`config.mk`:
```
export PLATFORM = sky130hd
export DESIGN_NAME = uart2wifi_core_esp_framer
export DESIGN_NICKNAME = d
export VERILOG_FILES = /design/src/rtl/uart2wifi_core_pkg.sv /design/src/rtl/uart2wifi_core_bin2dec.sv /design/src/rtl/uart2wifi_core_esp_framer.sv
export SDC_FILE = /design/constraint.sdc
export NUM_CORES = 1
export LEC_CHECK = 0
export ABC_AREA = 1
export CORE_MARGIN = 2
export CORE_UTILIZATION = 50
export DETAILED_ROUTE_END_ITERATION = 8
export GPL_ROUTABILITY_DRIVEN = 0
export PLACE_DENSITY = 0.72
export SYNTH_ARGS = -nofsm -noshare
export SYNTH_HDL_FRONTEND = slang
export SYNTH_SLANG_ARGS = --single-unit
export TNS_END_PERCENT = 100
```
`constraint.sdc`:
```
create_clock -name clk -period 4.75 [get_ports clk]
set_clock_uncertainty 0.1 [all_clocks]
set_input_delay 0.7125 -clock clk [delete_from_list [all_inputs] [get_ports clk]]
set_output_delay 0.7125 -clock clk [all_outputs]
set_load 0.05 [all_outputs]
```
`src/rtl/uart2wifi_core_pkg.sv`:
```
// Shared definitions for the UART-to-Wi-Fi core: framer FSM states, ASCII
// constants and the fixed "AT+CIPSEND=" command prefix.
package uart2wifi_core_pkg;

    typedef enum logic [2:0] {
        IDLE,
        HDR,
        DIGITS,
        CRLF,
        WAIT_PROMPT,
        PAYLOAD,
        DONE,
        ERR
    } framer_state_t;

    // Per-byte sub-sequence of the payload phase: pop, wait for read data,
    // capture it, then hand it to the transmitter.
    typedef enum logic [1:0] {
        PL_READ,
        PL_WAIT,
        PL_CAPTURE,
        PL_SEND
    } payload_step_t;

    localparam logic [7:0] CR         = 8'h0D;
    localparam logic [7:0] LF         = 8'h0A;
    localparam logic [7:0] PROMPT     = 8'h3E;
    localparam logic [7:0] ASCII_ZERO = 8'h30;

    localparam int HDR_LEN = 11;

    localparam logic [7:0] HDR_BYTES [HDR_LEN] = '{
        8'h41, 8'h54, 8'h2B, 8'h43, 8'h49, 8'h50,
        8'h53, 8'h45, 8'h4E, 8'h44, 8'h3D
    };

    function automatic logic [7:0] digit_to_ascii(input logic [3:0] digit);
        return ASCII_ZERO | {4'h0, digit};
    endfunction

endpackage

```
`src/rtl/uart2wifi_core_bin2dec.sv`:
```
// Combinational binary-to-BCD converter for values 0..999, with the number of
// significant decimal digits (1..3) for printing without leading zeros.
module uart2wifi_core_bin2dec (
    input  logic [9:0] bin,
    output logic [3:0] hundreds,
    output logic [3:0] tens,
    output logic [3:0] ones,
    output logic [1:0] num_digits
);

    logic [11:0] bcd;

    // Shift-and-add-3: any nibble of 5 or more is corrected before each shift.
    always_comb begin
        bcd = '0;
        for (int i = 9; i >= 0; i--) begin
            if (bcd[3:0] > 4'd4) begin
                bcd[3:0] = bcd[3:0] + 4'd3;
            end
            if (bcd[7:4] > 4'd4) begin
                bcd[7:4] = bcd[7:4] + 4'd3;
            end
            if (bcd[11:8] > 4'd4) begin
                bcd[11:8] = bcd[11:8] + 4'd3;
            end
            bcd = {bcd[10:0], bin[i]};
        end
    end

    assign hundreds = bcd[11:8];
    assign tens     = bcd[7:4];
    assign ones     = bcd[3:0];

    always_comb begin
        num_digits = 2'd1;
        if (hundreds != 4'd0) begin
            num_digits = 2'd3;
        end else if (tens != 4'd0) begin
            num_digits = 2'd2;
        end
    end

endmodule

```
`src/rtl/uart2wifi_core_esp_framer.sv`:
```
// Drains the RX FIFO into an ESP "AT+CIPSEND=<n>\r\n" command, waits for the
// ESP '>' prompt and then streams the n payload bytes to the ESP transmitter.
module uart2wifi_core_esp_framer
    import uart2wifi_core_pkg::*;
#(
    parameter int MAX_LEN        = 64,
    parameter int CNT_W          = 7,
    parameter int PROMPT_TIMEOUT = 1_000_000
) (
    input  logic             clk,
    input  logic             rst,
    input  logic             send_buffer,
    input  logic             fifo_empty,
    input  logic [CNT_W-1:0] fifo_count,
    output logic             fifo_rd,
    input  logic [7:0]       fifo_rdata,
    input  logic             tx_ready,
    output logic             tx_wr,
    output logic [7:0]       tx_data,
    input  logic             esp_rx_valid,
    input  logic [7:0]       esp_rx_data,
    output logic             busy,
    output logic             done,
    output logic             error
);

    localparam int              TO_W      = $clog2(PROMPT_TIMEOUT + 1);
    localparam logic [TO_W-1:0] TO_LAST   = TO_W'(PROMPT_TIMEOUT - 1);
    localparam logic [9:0]      MAX_LEN_W = 10'(MAX_LEN);
    localparam logic [3:0]      HDR_LAST  = 4'(HDR_LEN - 1);

    framer_state_t   state;
    payload_step_t   step;
    logic [9:0]      len_q;
    logic [9:0]      remain_q;
    logic [3:0]      idx_q;
    logic [TO_W-1:0] to_cnt;
    logic [7:0]      hold_q;

    logic [9:0]      count_ext;
    logic [9:0]      len_next;
    logic [3:0]      d_hund;
    logic [3:0]      d_tens;
    logic [3:0]      d_ones;
    logic [1:0]      num_digits;
    logic [7:0]      digit_byte;
    logic            tx_go;

    assign count_ext = 10'(fifo_count);
    assign len_next  = (count_ext > MAX_LEN_W) ? MAX_LEN_W : count_ext;

    uart2wifi_core_bin2dec u_bin2dec (
        .bin        (len_q),
        .hundreds   (d_hund),
        .tens       (d_tens),
        .ones       (d_ones),
        .num_digits (num_digits)
    );

    // DIGITS walks idx 0..2 (hundreds, tens, ones), starting past leading zeros.
    always_comb begin
        digit_byte = digit_to_ascii(d_ones);
        case (idx_q[1:0])
            2'd0:    digit_byte = digit_to_ascii(d_hund);
            2'd1:    digit_byte = digit_to_ascii(d_tens);
            default: digit_byte = digit_to_ascii(d_ones);
        endcase
    end

    // Transmit handshake: a byte is written by a one-cycle tx_wr with tx_data
    // registered alongside it; tx_wr is only raised on an edge where tx_ready
    // was high and tx_wr was low, so writes are at least two cycles apart and
    // the transmitter has one cycle to drop tx_ready after accepting a byte.
    assign tx_go = tx_ready && !tx_wr;

    always_ff @(posedge clk or posedge rst) begin
        if (rst) begin
            state    <= IDLE;
            step     <= PL_READ;
            len_q    <= '0;
            remain_q <= '0;
            idx_q    <= '0;
            to_cnt   <= '0;
            hold_q   <= '0;
            fifo_rd  <= 1'b0;
            tx_wr    <= 1'b0;
            tx_data  <= '0;
            busy     <= 1'b0;
            done     <= 1'b0;
            error    <= 1'b0;
        end else begin
            fifo_rd <= 1'b0;
            tx_wr   <= 1'b0;
            done    <= 1'b0;
            error   <= 1'b0;

            case (state)
                IDLE: begin
                    if (send_buffer && !fifo_empty) begin
                        len_q <= len_next;
                        idx_q <= '0;
                        busy  <= 1'b1;
                        state <= HDR;
                    end
                end

                HDR: begin
                    if (tx_go) begin
                        tx_wr   <= 1'b1;
                        tx_data <= HDR_BYTES[idx_q];
                        if (idx_q == HDR_LAST) begin
                            idx_q <= {2'b00, 2'd3 - num_digits};
                            state <= DIGITS;
                        end else begin
                            idx_q <= idx_q + 4'd1;
                        end
                    end
                end

                DIGITS: begin
                    if (tx_go) begin
                        tx_wr   <= 1'b1;
                        tx_data <= digit_byte;
                        if (idx_q == 4'd2) begin
                            idx_q <= '0;
                            state <= CRLF;
                        end else begin
                            idx_q <= idx_q + 4'd1;
                        end
                    end
                end

                CRLF: begin
                    if (tx_go) begin
                        tx_wr <= 1'b1;
                        if (idx_q == 4'd0) begin
                            tx_data <= CR;
                            idx_q   <= 4'd1;
                        end else begin
                            tx_data <= LF;
                            to_cnt  <= '0;
                            state   <= WAIT_PROMPT;
                        end
                    end
                end

                // error/busy change on the expiry edge so the pulse lands one
                // cycle after the counter reaches its last value.
                WAIT_PROMPT: begin
                    if (esp_rx_valid && esp_rx_data == PROMPT) begin
                        remain_q <= len_q;
                        step     <= PL_READ;
                        state    <= (len_q == 10'd0) ? DONE : PAYLOAD;
                    end else if (to_cnt == TO_LAST) begin
                        error <= 1'b1;
                        busy  <= 1'b0;
                        state <= ERR;
                    end else begin
                        to_cnt <= to_cnt + TO_W'(1);
                    end
                end

                PAYLOAD: begin
                    case (step)
                        PL_READ: begin
                            if (!fifo_empty) begin
                                fifo_rd <= 1'b1;
                                step    <= PL_WAIT;
                            end
                        end
                        PL_WAIT: begin
                            step <= PL_CAPTURE;
                        end
                        PL_CAPTURE: begin
                            hold_q <= fifo_rdata;
                            step   <= PL_SEND;
                        end
                        default: begin
                            if (tx_go) begin
                                tx_wr    <= 1'b1;
                                tx_data  <= hold_q;
                                remain_q <= remain_q - 10'd1;
                                step     <= PL_READ;
                                if (remain_q == 10'd1) begin
                                    state <= DONE;
                                end
                            end
                        end
                    endcase
                end

                DONE: begin
                    done  <= 1'b1;
                    busy  <= 1'b0;
                    state <= IDLE;
                end

                ERR: begin
                    state <= IDLE;
                end

                default: begin
                    busy  <= 1'b0;
                    state <= IDLE;
                end
            endcase
        end
    end

endmodule
```
# Word-level counts from Yosys, hierarchy flattened
# Memories as Yosys holds them, arrays and structs flattened.
# Cells that the tools add are included.
dict set report classes {
  addsub 16
  magnitude_cmp 14
  n_eq_ne 33
  muxes 75
  bitwise_logic 1
  n_reduce_logical 29
}
# cell n
set ops {}
lappend ops {{20-bit 2-to-1 mux} 4}
lappend ops {{4-bit 2-to-1 mux} 18}
lappend ops {{8-bit 2-to-1 mux} 7}
lappend ops {{3-bit 2-to-1 mux} 14}
lappend ops {{20-bit case mux with 2 select lines} 1}
lappend ops {{4-bit by 2-bit adder with 4-bit output, second input constant} 9}
lappend ops {{4-bit by 3-bit > comparator with 1-bit output, second input constant} 9}
lappend ops {{8-bit case mux with 4 select lines} 1}
lappend ops {{10-bit 2-to-1 mux} 3}
lappend ops {{2-bit != test, second input constant} 15}
lappend ops {{3-bit case mux with 7 select lines} 1}
lappend ops {{20-bit by 1-bit adder with 20-bit output, second input constant} 1}
lappend ops {{20-bit == test, second input constant} 1}
lappend ops {{10-bit case mux with 2 select lines} 1}
lappend ops {{4-bit case mux with 4 select lines} 1}
lappend ops {{4-bit nonzero test} 4}
lappend ops {{3-bit == test, second input constant} 4}
lappend ops {{1-bit 2-to-1 mux} 12}
lappend ops {{2-bit 2-to-1 mux} 6}
lappend ops {{4-bit AND reduction} 3}
lappend ops {{6-bit AND reduction} 2}
lappend ops {{11-bit AND reduction} 1}
lappend ops {{10-bit by 1-bit == test with 1-bit output, second input constant} 1}
lappend ops {{10-bit zero test} 1}
lappend ops {{35 further kinds} 48}
dict set report totals {
  regBits 70
  mem_bits_ro 128
  in_bits 29
  elab_cells 182
  n_memories 1
}
# name depth width rd rd_ports_with_merged_regs wr line_no
set mem_list {}
lappend mem_list {{(no name shown)} 16 8 1 0 0 uart2wifi_core_esp_framer.sv:110} ;# tx_data <= HDR_BYTES[idx_q];

# Depth between registers and ports, before layout
# Gate-level depths: netlist of the first run.
dict set report depth {
  depth_word 21
  mapped_depth 28
  depth_no_buf 28
}

# By module
# A second synthesis of the first run with hierarchy kept.
dict set report hier_totals {
  cells_unflattened 876
  area_unflattened_um2 5870.6
}
# module instances cells_each area_per_inst_um2 seq_area_each_um2
set by_module_without_submodules {}
lappend by_module_without_submodules {uart2wifi_core_esp_framer 1 626 4521.8 1676.6}
lappend by_module_without_submodules {uart2wifi_core_bin2dec 1 250 1348.8 0.0}

# Worst setup path before layout of the first run
# No wires, ideal clock.
dict set report synth_timing {
  path_kind {register -> register}
  from {register len_q[4]}
  to {register idx_q[0]}
  setup_ns 0.131
  arrival_time_ns 2.857
  required_ns 4.519
  slack_ns 1.662
  path_stages_with_launch 27
  n_path_buf 0
  synth_period_minus_slack_ns 3.088
  cell_sequence {dfrtp_1 > inv_2 > ha_1 > inv_1 > ha_1 > nand2_1 > o21ai_1 > inv_1 > nand2_2 > nand2_2 > nand2_1 > nand3_2 > nand2_2 > nand2_2 > nand2_1 > ha_1 > inv_1 > ha_1 > nand2_1 > o21ai_0 > or2_1 > a21oi_1 > nand2_1 > nand2_1 > nand2_1 > nand2_1 > o21ai_1}
}
dict set report synth_between {
  elab_chain_cells 15
  word_cells_on_any_way 32
}
# element line_no
set synth_rtl {}
lappend synth_rtl {{start: declaration} uart2wifi_core_esp_framer.sv:34} ;# logic [9:0] len_q;
lappend synth_rtl {{start signal: assignment} uart2wifi_core_esp_framer.sv:100} ;# len_q <= len_next;
lappend synth_rtl {{4-bit by 2-bit adder with 4-bit output / 4-bit by 3-bit > comparator with 1-bit output (equally long branches)} {uart2wifi_core_bin2dec.sv:18, uart2wifi_core_bin2dec.sv:17}}
lappend synth_rtl {{4-bit 2-to-1 mux *} uart2wifi_core_bin2dec.sv:17} ;# if (bcd[3:0] > 4'd4) begin
lappend synth_rtl {{4-bit by 2-bit adder with 4-bit output, or another cell as far along} uart2wifi_core_bin2dec.sv:18} ;# bcd[3:0] = bcd[3:0] + 4'd3;
lappend synth_rtl {{4-bit 2-to-1 mux (on tied branches)} {uart2wifi_core_bin2dec.sv:17, uart2wifi_core_bin2dec.sv:20}}
lappend synth_rtl {{4-bit by 2-bit adder with 4-bit output, or another cell as far along} uart2wifi_core_bin2dec.sv:18}
lappend synth_rtl {{4-bit 2-to-1 mux (on tied branches)} {uart2wifi_core_bin2dec.sv:17, uart2wifi_core_bin2dec.sv:20}}
lappend synth_rtl {{4-bit by 2-bit adder with 4-bit output, or another cell as far along} uart2wifi_core_bin2dec.sv:18}
lappend synth_rtl {{4-bit 2-to-1 mux (on tied branches)} {uart2wifi_core_bin2dec.sv:17, uart2wifi_core_bin2dec.sv:20}}
lappend synth_rtl {{4-bit nonzero test} uart2wifi_core_bin2dec.sv:38} ;# end else if (tens != 4'd0) begin
lappend synth_rtl {{2-bit 2-to-1 mux} uart2wifi_core_bin2dec.sv:38}
lappend synth_rtl {{2-bit 2-to-1 mux *} uart2wifi_core_bin2dec.sv:36} ;# if (hundreds != 4'd0) begin
lappend synth_rtl {{2-bit subtractor *} uart2wifi_core_esp_framer.sv:112} ;# idx_q <= {2'b00, 2'd3 - num_digits};
lappend synth_rtl {{4-bit 2-to-1 mux *} uart2wifi_core_esp_framer.sv:111} ;# if (idx_q == HDR_LAST) begin
lappend synth_rtl {{4-bit 2-to-1 mux *} uart2wifi_core_esp_framer.sv:108} ;# if (tx_go) begin
lappend synth_rtl {{4-bit case mux with 4 select lines *} uart2wifi_core_esp_framer.sv:97} ;# case (state)
lappend synth_rtl {{end signal: assignment} uart2wifi_core_esp_framer.sv:112}
lappend synth_rtl {{end signal: assignment} uart2wifi_core_esp_framer.sv:115} ;# idx_q <= idx_q + 4'd1;
lappend synth_rtl {{end signal: assignment} uart2wifi_core_esp_framer.sv:128} ;# idx_q <= idx_q + 4'd1;
lappend synth_rtl {{end: declaration} uart2wifi_core_esp_framer.sv:36} ;# logic [3:0] idx_q;
# Mark *: on every way between the ends. The rest lies on a longest branch, timed or not. The select of a mux whose other input is x is not followed.
# A chain may end at the register's enable or synchronous reset.

# Worst setup path after layout of the first run
dict set report layout_timing {
  from {register len_q[4]}
  to {register tx_data[0]}
}
dict set report layout_between {
  elab_chain_cells 11
  word_cells_on_any_way 24
}
# element line_no
set layout_rtl {}
lappend layout_rtl {{4-bit by 2-bit adder with 4-bit output / 4-bit by 3-bit > comparator with 1-bit output (equally long branches)} {uart2wifi_core_bin2dec.sv:18, uart2wifi_core_bin2dec.sv:17}}
lappend layout_rtl {{4-bit 2-to-1 mux *} uart2wifi_core_bin2dec.sv:17}
lappend layout_rtl {{4-bit by 2-bit adder with 4-bit output, or another cell as far along} uart2wifi_core_bin2dec.sv:18}
lappend layout_rtl {{4-bit 2-to-1 mux (on tied branches)} {uart2wifi_core_bin2dec.sv:17, uart2wifi_core_bin2dec.sv:20}}
lappend layout_rtl {{4-bit by 2-bit adder with 4-bit output, or another cell as far along} uart2wifi_core_bin2dec.sv:18}
lappend layout_rtl {{4-bit 2-to-1 mux (on tied branches)} {uart2wifi_core_bin2dec.sv:17, uart2wifi_core_bin2dec.sv:20}}
lappend layout_rtl {{4-bit by 2-bit adder with 4-bit output, or another cell as far along} uart2wifi_core_bin2dec.sv:18}
lappend layout_rtl {{4-bit 2-to-1 mux (on tied branches)} {uart2wifi_core_bin2dec.sv:17, uart2wifi_core_bin2dec.sv:20}}
lappend layout_rtl {{4-bit case mux with 2 select lines *} uart2wifi_core_esp_framer.sv:63} ;# case (idx_q[1:0])
lappend layout_rtl {{8-bit 2-to-1 mux *} uart2wifi_core_esp_framer.sv:121} ;# if (tx_go) begin
lappend layout_rtl {{8-bit case mux with 4 select lines *} uart2wifi_core_esp_framer.sv:97}
lappend layout_rtl {{end signal: assignment} uart2wifi_core_esp_framer.sv:110}
lappend layout_rtl {{end signal: assignment} uart2wifi_core_esp_framer.sv:123} ;# tx_data <= digit_byte;
lappend layout_rtl {{end signal: assignment} uart2wifi_core_esp_framer.sv:181} ;# tx_data <= hold_q;
lappend layout_rtl {{end: declaration} uart2wifi_core_esp_framer.sv:19} ;# output logic [7:0] tx_data,
# Marks and branches as above.

==> flow_summary.ini, run 1 <==
[floorplanning]
num_rows = 34
die_h_um = 99.2
io_pins = 42
start_util = 0.517
die-area_um2 = 9840
die_w_um = 99.2
core_area_um2 = 8760

[global_route]
grt_overflow_total = 0
grt_max_degree = 45
antenna_found_initial = 0
grt_use_total = 0.228
grt_pass1_vias = 4013
grt_first_pass_wirelength_um = 18300

[outcome]
status = completed

[critical_path]
worst-path-max-fanout = 5
cpMostUsedCell = nand2_1
cp.required_ns = 4.94
path_class = reg -> reg
critPathSlowestCell = dfrtp_1
cp_slowest_stage_delay_ns = 0.42
crit_path_end_kind = flop
worst_setup_path_start_kind = flop
worstPathArrival_ns = 3.79
path_buf_inv = 6
cp_top_family = simple AND/OR/NAND/NOR gates

[cts]
ctsHoldBuffers = 0
cts_tree = built
root_buffer = clkbuf_8
cts_buffers = 9
clk-insertion-delay-late_ns = 0.35
post_cts_resized = 0
cts-htree-levels = 3
post_cts_buffers = 0
ctsLongestPathBuffers = 2
clock_sinks = 67
clk_pin_slew_ns = 0.08

[logic_synthesis]
ys_seq_area_frac = 0.370
syn_nets = 648
ys.flop_type = dfrtp_1
yosys.area.top_type = dfrtp_1
yosysUniqueCellTypes = 56
synth.yosys.warnings = 0
synthArstFlopShare = 1.00
syn_area_um2 = 4530
ys_ff_latch = 67
synth_area_leaders = dfrtp_1 (37%), nand2_1 (12%), ha_1 (5.8%), inv_1 (5.2%), o21ai_0 (4.6%)
avgSynthCellArea_um2 = 7.58
synth_edf_count = 0
synthCells = 598
synth_top_area_frac = 0.370

[final_layout]
final_common_cell = nand2_1
fill_cells = 803
final_cell_mix = nand2_1 (143), dfrtp_1 (67), inv_1 (62)
fin_nets = 693
areaGrowthSynthToFinish_pct = 16.8
final_area_um2 = 5290
n_antenna_cell = 0
drive_above_1_share = 0.117

[timing]
fin_crit_sh = 0.759
setup_viol = 0
slew_headroom = 0.401
drv_slew = 0
fmax_mhz = 278
rsz0062_at_grt = no
setup-tns-final_ns = 0
period_needed_ns = 3.60
worst_slew_pin_slew_ns = 0.897
final_hold_viol_count = 0

[drt]
routedWlPerCell_um = 13.9
drc = 0
drt_pass1_iterations = 5
vias = 4168
detail-route-antenna-nets = 0
wirelength_um = 10500
vias_per_cell = 5.51
drt-initial-drc-count = 173

[pwr]
power_density_nw_per_um2 = 730
p_leak_nw = 2.39
p_total_mw = 3.87
irDropWorstVdd_mv = 0.903

[min_path]
hold_class = reg -> reg

[placed_design]
portBuffers = 41
dp_hpwl_um = 8070
placed_cell_area_um2 = 5040

[flow_run]
cap_violations = 0
-- cells by family (layout without fill, tap and decap cells) --
group                    Yosys count  count (layout)  share of synthesized area
adder cells (fa/ha/maj)           21              21                     0.0580
buffers and inverters             86             136                     0.0767
multiplexers                       6               6                     0.0149
AND/OR/NAND/NOR                  303             303                      0.330
XOR/XNOR                           5               5                     0.0127
AO/OA/AOI/OAI                    110             110                      0.138
flip-flops                        67              67                      0.370
-- state kept, by name, indices dropped and copies added (netlist names) --
name,flops
to_cnt,20
step,2
idx_q,4
tx_wr,1
done,1
busy,1
fifo_rd,1
hold_q,8
tx_data,8
state,3
error,1
len_q,7
remain_q,10
-- Yosys cell counts, types with 4 or more instances --
library cell	instances
nand2_1	143
dfrtp_1	67
inv_1	63
nor2_1	53
o21ai_0	42
a21oi_1	36
nand3_1	36
ha_1	21
nor3_1	13
inv_2	11
nor2_4	9
nor4_1	8
nand4_1	7
mux2_2	6
nor2_2	6
o21ai_1	6
nand2_2	5
a31oi_1	4
buf_2	4
o31ai_1	4
-- path summary, 6_finish.rpt --
check | cells past startpoint | endpoint | startpoint | slack [ns]
max in group asynchronous | 3 | len_q[6]$_DFFE_PP0P_ | rst | 2.91
worst min register to register | 1 | to_cnt[19]$_DFFE_PP0P_ | to_cnt[19]$_DFFE_PP0P_ | 0.39
min in group asynchronous | 2 | hold_q[3]$_DFFE_PP0P_ | rst | 0.76
worst min-delay path | 1 | to_cnt[19]$_DFFE_PP0P_ | to_cnt[19]$_DFFE_PP0P_ | 0.39
worst max register to register | 27 | tx_data[0]$_DFFE_PP0P_ | len_q[4]$_DFFE_PP0P_ | 1.15
worst max-delay path | 27 | tx_data[0]$_DFFE_PP0P_ | len_q[4]$_DFFE_PP0P_ | 1.15
-- routing by layer --
layer,part of all wire,vias up,global-route usage
met5,0,-,0
met2,0.48,95,0.378
li1,-,2078,-
met4,0.012,0,0.0685
met3,0.042,12,0.0372
met1,0.46,1983,0.308
-- metrics by stage --
step / utilization / cells / worst slack [ns] / hold slack, ns
2_1_floorplan: - / 598 / 1.66 / 0.333
3_3_place_gp: 0.576 / 740 / 1.44 / 0.367
3_5_place_dp: 0.576 / 740 / 1.20 / 0.372
4_1_cts: 0.604 / 756 / 1.19 / 0.393
5_1_grt: 0.604 / 756 / 0.731 / 0.421
6_report: 0.604 / 756 / 1.15 / 0.395
-- layout make-up --
class	instances	area, µm²	area share
clock buffer	10	138	0.0260
clock inverter	6	113	0.0213
sequential	67	1680	0.317
tap	108	135	0.0255
timing repair buffer	42	418	0.0789
multi-input combinational	445	2510	0.474
inverter	78	305	0.0577
-- where the power goes --
part / internal [mW] / switching (mW)
combinational: 0.788 / 1.57
sequential: 0.744 / 0.165
clock: 0.364 / 0.232
total: 1.90 / 1.97
(Power assumes the default switching activity.)
==> inputs of run 2 (changes only) <==
- clock period: 4.75 -> 3.4 ns (I/O delays scaled with it)
==> run 2 against run 1 <==
Non-clock buffer count grew 11. Utilization grew 1.7 points. Via count up 1.4%. Clock power grew 25%. Total power is 49% higher. Critical endpoint is now idx_q[0]$_DFFE_PP0P_. Largest power group unchanged.
==> flow_summary.ini, run 2 (synthesis results as in run 1) <==
[critical_path]
cp.required_ns = 3.53
crit_start = len_q[5]$_DFFE_PP0P_
worstPathArrival_ns = 3.35
worst_setup_path_start_kind = flop
crit_path_end_kind = flop
rrSetupSlack_ns = 0.18
timing.rr.end = idx_q[0]$_DFFE_PP0P_
path_class = reg -> reg
critPathCapture = idx_q[0]$_DFFE_PP0P_
worst-path-max-fanout = 5
reg2reg_depth = 26
reg2reg_from = len_q[5]$_DFFE_PP0P_

[cts]
ctsLongestPathBuffers = 2
clock_sinks = 67
clk_pin_slew_ns = 0.08
cts_tree = built
root_buffer = clkbuf_8
cts-htree-levels = 3
cts_buffers = 9
clk-insertion-delay-late_ns = 0.35
ctsHoldBuffers = 0

[final_layout]
top_register = to_cnt
reg.largest.list = to_cnt (20), remain_q (10)
fill_cells = 789
n_antenna_cell = 0
fin_nets = 704
largest_register_ffs = 20
final_cell_mix = nand2_1 (136), dfrtp_1 (67), inv_1 (57)
areaGrowthSynthToFinish_pct = 20.0
drive_above_1_share = 0.167
final_common_cell = nand2_1
fin_util = 0.621

[timing]
final_hold_viol_count = 0
setup_viol = 0
whs_ns = 0.286
period_needed_ns = 3.22
slew_headroom = 0.522
fmax_mhz = 311
setup_slack_ns = 0.183
fin_crit_sh = 0.946
drv_slew = 0
worst_slew_pin_slew_ns = 0.714

[min_path]
hold_class = in -> async

[global_route]
grt_max_degree = 59
antenna_found_initial = 0
grt_overflow_total = 0
grt_pass1_vias = 4113
grt_use_total = 0.237
grt_first_pass_wirelength_um = 19000

[floorplanning]
io_pins = 42
core_area_um2 = 8760
die-area_um2 = 9840
die_h_um = 99.2
start_util = 0.517
die_w_um = 99.2
num_rows = 34

[pwr]
p_int_mw = 2.78
power_density_nw_per_um2 = 1060
p_leak_nw = 2.44
p_sw_frac = 0.517
seqPwrFrac = 0.222
p_clk_frac = 0.130
switchingPower_mw = 2.98
pwr-share-comb = 0.649
irDropWorstVdd_mv = 1.14

[placed_design]
dp_worst_setup_slack_ns = -0.0634
dp_hpwl_um = 8220
portBuffers = 41

[drt]
wirelength_um = 11200
drc = 0
drt-initial-drc-count = 248
vias_per_cell = 5.51
vias = 4225
detail-route-antenna-nets = 0
routedWlPerCell_um = 14.6
drt_pass1_iterations = 6

[outcome]
status = completed

[flow_run]
cap_violations = 0
## run 2: power by group through the flow
stage | clock (mW) | combinational (mW) | sequential, mW
finish | 0.745 | 3.73 | 1.28
global route | 0.797 | 4.18 | 1.31
CTS | 0.758 | 3.37 | 1.26
detailed placement | 0 | 3.32 | 1.28
global placement | 0 | 3.20 | 1.27
floorplan | 0 | 2.44 | 1.40
## run 2: how the worst min path moves through the flow
stage / to / cells past startpoint / from / slack [ns]
final: tx_data[0]$_DFFE_PP0P_ / 2 / rst / 0.29
after global routing: hold_q[3]$_DFFE_PP0P_ / 2 / rst / 0.32
after CTS: hold_q[3]$_DFFE_PP0P_ / 2 / rst / 0.29
after detailed placement: tx_data[1]$_DFFE_PP0P_ / 2 / tx_data[1]$_DFFE_PP0P_ / 0.37
after global placement: tx_data[3]$_DFFE_PP0P_ / 2 / tx_data[3]$_DFFE_PP0P_ / 0.37
after floorplan: to_cnt[19]$_DFFE_PP0P_ / 1 / to_cnt[19]$_DFFE_PP0P_ / 0.33
## run 2: metal layers
layer / vias to the layer above / wire length (µm) / track usage
met4: 0 / 191 / 0.0695
li1: 2096 / - / -
met3: 18 / 519 / 0.0492
met1: 2006 / 5040 / 0.313
met5: - / 0 / 0
met2: 105 / 5410 / 0.397
## run 2: critical path, stage by stage, from the launching register on
cell and delay, ns:
dfrtp_1 0.38, inv_2 0.06, ha_2 0.17, inv_1 0.08, ha_4 0.18, inv_4 0.06, nand2_1 0.07, nand2_1 0.08
nor2_2 0.15, nand2_1 0.08, nand3_1 0.09, nand2_2 0.07, inv_2 0.06, nand4_1 0.11, nand2_2 0.12, ha_2 0.19
inv_2 0.05, ha_2 0.17, nand2_1 0.06, o21ai_1 0.07, or2_1 0.25, a21oi_2 0.13, nand2_1 0.08, nand2_1 0.06
nand2_1 0.05, nand2_1 0.06, o21ai_1 0.06
## run 2: layout make-up
type	count	area (µm²)	area share
clock buffers	10	128	0.0235
clock inverters	6	90.1	0.0166
inverters	78	308	0.0566
multi-input cells	445	2590	0.476
flip-flops and latches	67	1680	0.308
well taps	108	135	0.0248
repair buffers	53	513	0.0943
## run 2: timing repair
action | 4_1_cts | 5_1_grt
setup endpoints to repair | 3 | 5
setup buffers | 2 | 6
gates resized for setup | 2 | 28
pin swaps | 0 | 8
## run 2: metrics by stage
stage	setup TNS, ns	instances	area (µm²)	power (mW)
2_1_floorplan	0	598	4530	3.84
3_3_place_gp	0	743	5080	4.47
3_5_place_dp	-0.103	743	5080	4.60
4_1_cts	0	761	5320	5.40
5_1_grt	-0.0354	767	5440	6.29
6_report	0	767	5440	5.75
